<file path="src/rtl/parity_pkg.sv">
// Shared definitions for the serial parity frame checker.
// Holds the receive FSM state encoding and the parity-sense constants
// used by parity_frame_checker and frame_reduce.
package parity_pkg;

    localparam logic [1:0] ST_IDLE   = 2'd0;
    localparam logic [1:0] ST_DATA   = 2'd1;
    localparam logic [1:0] ST_PARITY = 2'd2;

    typedef enum logic [1:0] {
        S_IDLE   = ST_IDLE,
        S_DATA   = ST_DATA,
        S_PARITY = ST_PARITY
    } state_t;

    localparam bit PAR_EVEN = 1'b0;
    localparam bit PAR_ODD  = 1'b1;

endpackage

</file>
<file path="src/rtl/frame_reduce.sv">
// Combinational reductions over a received data word.
// Ports:
//   data       in  DATA_W  word to reduce
//   exp_parity out 1       parity bit the transmitter should have sent
//   all_zero   out 1       every data bit is 0
//   all_one    out 1       every data bit is 1
module frame_reduce
    import parity_pkg::*;
#(
    parameter int DATA_W     = 8,
    parameter bit ODD_PARITY = PAR_EVEN
) (
    input  logic [DATA_W-1:0] data,
    output logic              exp_parity,
    output logic              all_zero,
    output logic              all_one
);

    assign exp_parity = (ODD_PARITY == PAR_ODD) ? ~^data : ^data;
    assign all_zero   = ~|data;
    assign all_one    = &data;

endmodule

</file>
<file path="config.mk">
export PLATFORM = sky130hd
export DESIGN_NAME = frame_reduce
export DESIGN_NICKNAME = d
export VERILOG_FILES = /design/src/rtl/parity_pkg.sv /design/src/rtl/frame_reduce.sv
export SDC_FILE = /design/constraint.sdc
export NUM_CORES = 1
export LEC_CHECK = 0
export ABC_AREA = 0
export CORE_AREA = 2 2 39 41
export DETAILED_ROUTE_END_ITERATION = 12
export DIE_AREA = 0 0 41 43
export GPL_TIMING_DRIVEN = 0
export SYNTH_ARGS = -nofsm -noshare
export SYNTH_HDL_FRONTEND = slang
export SYNTH_SLANG_ARGS = --single-unit
</file>
<file path="constraint.sdc">
create_clock -name vclk -period 1.1
set_input_delay 0.22 -clock vclk [all_inputs]
set_output_delay 0.22 -clock vclk [all_outputs]
set_load 0.01 [all_outputs]
</file>
==> qor.log <==
qor: power_and_ir_drop.ir_worst_vdd 0.1886 mV
qor: routing.drcViolationCount 0
qor: routing.initialDrtViolationCount 0
qor: routing.totalWireLength 351 um
qor: worst_setup_path.cp_top_family XOR/XNOR gates
qor: worst_setup_path.critical_path.max_fanout 2
qor: finish.final_cell_count_no_fill 48
qor: die.die-area 0.001763 mm2
qor: finish.final_net_count 50
qor: placed_design.place.detailed.instances 48
qor: grt.grt_usage 4.505%
qor: routing.detail_route.vias_per_cell 3.417
qor: grt.grt_antenna_before_repair 0
qor: sta.maxClockFrequency 808.6 MHz
qor: grt.grt_start_max_net_pins 3
qor: worst_setup_path.cp_slowest_cell ha_4
qor: finish.flops_and_latches 0
qor: placed_design.gp_congestion 0.6425
qor: sta.finalCritPeriodShare 112.4%
qor: worst_setup_path.critical_path_buf_inv_count 3
qor: sta.hold_ws 920.2 ps
qor: placed_design.io_buffers 11
qor: power_and_ir_drop.leakage 0.1837 nW
qor: min_path.worstHoldPathType primary input to primary output
qor: min_path.worstHoldStart data[5]
qor: yosys.post_synth_instance_area 173.9 um2
qor: min_path.worst_hold_path.endpoint all_one
qor: routing.dr.pass1.iters 1
qor: sta.final_max_slew_viol_count 0
qor: worst_setup_path.timing_worst_setup_path_type primary input to primary output
qor: sta.worst_pin_slew 132.8 ps
qor: finish.post_route_cells_drive_above_1_share 78.13%
qor: worst_setup_path.endpoint_kind primary output
qor: routing.detail-route-antenna-nets 0
qor: yosys.synthesis.instances 21
qor: grt.overflow 0
qor: clocking.cts_hold_repair.buffers 0
qor: die.core-area 0.001384 mm2
qor: yosys.synth_nets 37
qor: finish.num-clock-buffers 0
qor: run_status.violations negative setup slack
qor: yosys.syn_avg_cell_area 8.282 um2
qor: min_path.worst_hold_stages 4
qor: worst_setup_path.worst_setup_path_start_kind primary input
qor: flow_run.max-cap-violations 0
qor: sta.worst_slack -136.8 ps
qor: worst_setup_path.slowest_delay 200 ps
qor: sta.maxSlewHeadroom 91.10%
qor: power_and_ir_drop.power_per_cell_area 410.2 mW/mm2
qor: finish.num_antenna_cells 0
qor: sta.final-setup-viol-count 1
qor: die.io_pins 11
qor: yosys.netlist-cell-type-count 5
qor: routing.routed-via-count 164
qor: worst_setup_path.worst_ep_arrival_time 1020 ps
qor: die.num_rows 14
qor: finish.mostFrequentLayoutCell buf_6
qor: worst_setup_path.worstPathRequired 880 ps
qor: die.chip_width 41 um
qor: die.die_height 43 um
qor: run_status.run_status finished with violations
qor: yosys.number_of_warnings_printed_during_yosys_synthesis 0
qor: grt.grt_pass1_wl 600 um
qor: die.start_util 12.57%
qor: grt.vias_in_the_first_global_route 169
qor: worst_setup_path.startpoint data[7]
qor: worst_setup_path.critical_path.cell_chain buf_6 > inv_4 > ha_4 > xor2_2 > xnor2_1 > buf_2
qor: sta.min_period 1237 ps
qor: sta.hold_viol_final 0
qor: routing.wire_per_inst 7.313 um
qor: placed_design.detailed_place_hpwl 314.1 um
qor: sta.grt_setup_unrepaired true
qor: finish.layout-area-overhead-vs-synth 115.8%
qor: finish.layout.area.seq 0 um2
qor: finish.fillers 164
qor: yosys.synth.yosys.seq_area_share 0%
layer usage:
layer  GRT usage [%]  wire [um]
met5               0          0
met1           4.777        120
met2           8.438        184
met3           1.571         46
met4               0          0
worst max path at each step:
stage / cells past startpoint / end / slack, ps
2_1_floorplan: 4 / exp_parity / 9
3_3_place_gp: 6 / exp_parity / -1040
3_5_place_dp: 6 / exp_parity / -1040
4_1_cts: 6 / exp_parity / -160
5_1_grt: 6 / exp_parity / -180
6_report: 6 / exp_parity / -140
through the flow:
stage | total power [mW] | setup WS (ps) | setup TNS [ps] | area (um2) | utilization (%)
after floorplan | 0.06969 | 9.038 | 0 | 224.0 | -
after global placement | 0.1437 | -1039 | -2436 | 354.1 | 25.59
final | 0.1540 | -136.8 | -136.8 | 375.4 | 27.12
after global routing | 0.1711 | -179.9 | -179.9 | 375.4 | 27.12
after detailed placement | 0.1440 | -1044 | -2443 | 354.1 | 25.59
after CTS | 0.1459 | -162.8 | -162.8 | 345.3 | 24.95
logic make-up after synthesis:
| kind of cell | after synthesis | synth area share, % |
|---|---|---|
| buffers and inverters | 8 | 17.27 |
| adder cells (fa/ha/maj) | 8 | 57.56 |
| XOR/XNOR | 3 | 15.11 |
| AND/OR/NAND/NOR | 2 | 10.07 |
area by class of cell:
type	count	area (um2)	share of cell area, %
Multi-Input combinational cell	13	209.0	55.67
Timing Repair Buffer	11	106.4	28.33
Inverter	8	40.04	10.67
Tap cell	16	20.02	5.333
worst min-delay path, cell delays in order:
cell and delay (ps):
buf_8 80, ha_1 130, and4_1 150, buf_2 120
synth_stat cells (all sizes together):
| cell type | number | share of area (%) |
|---|---|---|
| ha | 8 | 58 |
| inv | 8 | 17 |
| xor2 | 1 | 5.0 |
| xnor2 | 2 | 10 |
| and4 | 2 | 10 |
timing repair:
action,in CTS,in global routing
setup endpoints to repair,3,1
cloned,0,0
gates resized for setup,56,7
setup buffers,0,0
hold endpoints to repair,0,0
pin swaps,5,6
where the power goes:
group | switching, mW | internal, mW
logic | 0.0644 | 0.0896
clock network | 0 | 0
registers | 0 | 0
Power figures use the tool's default switching activity.
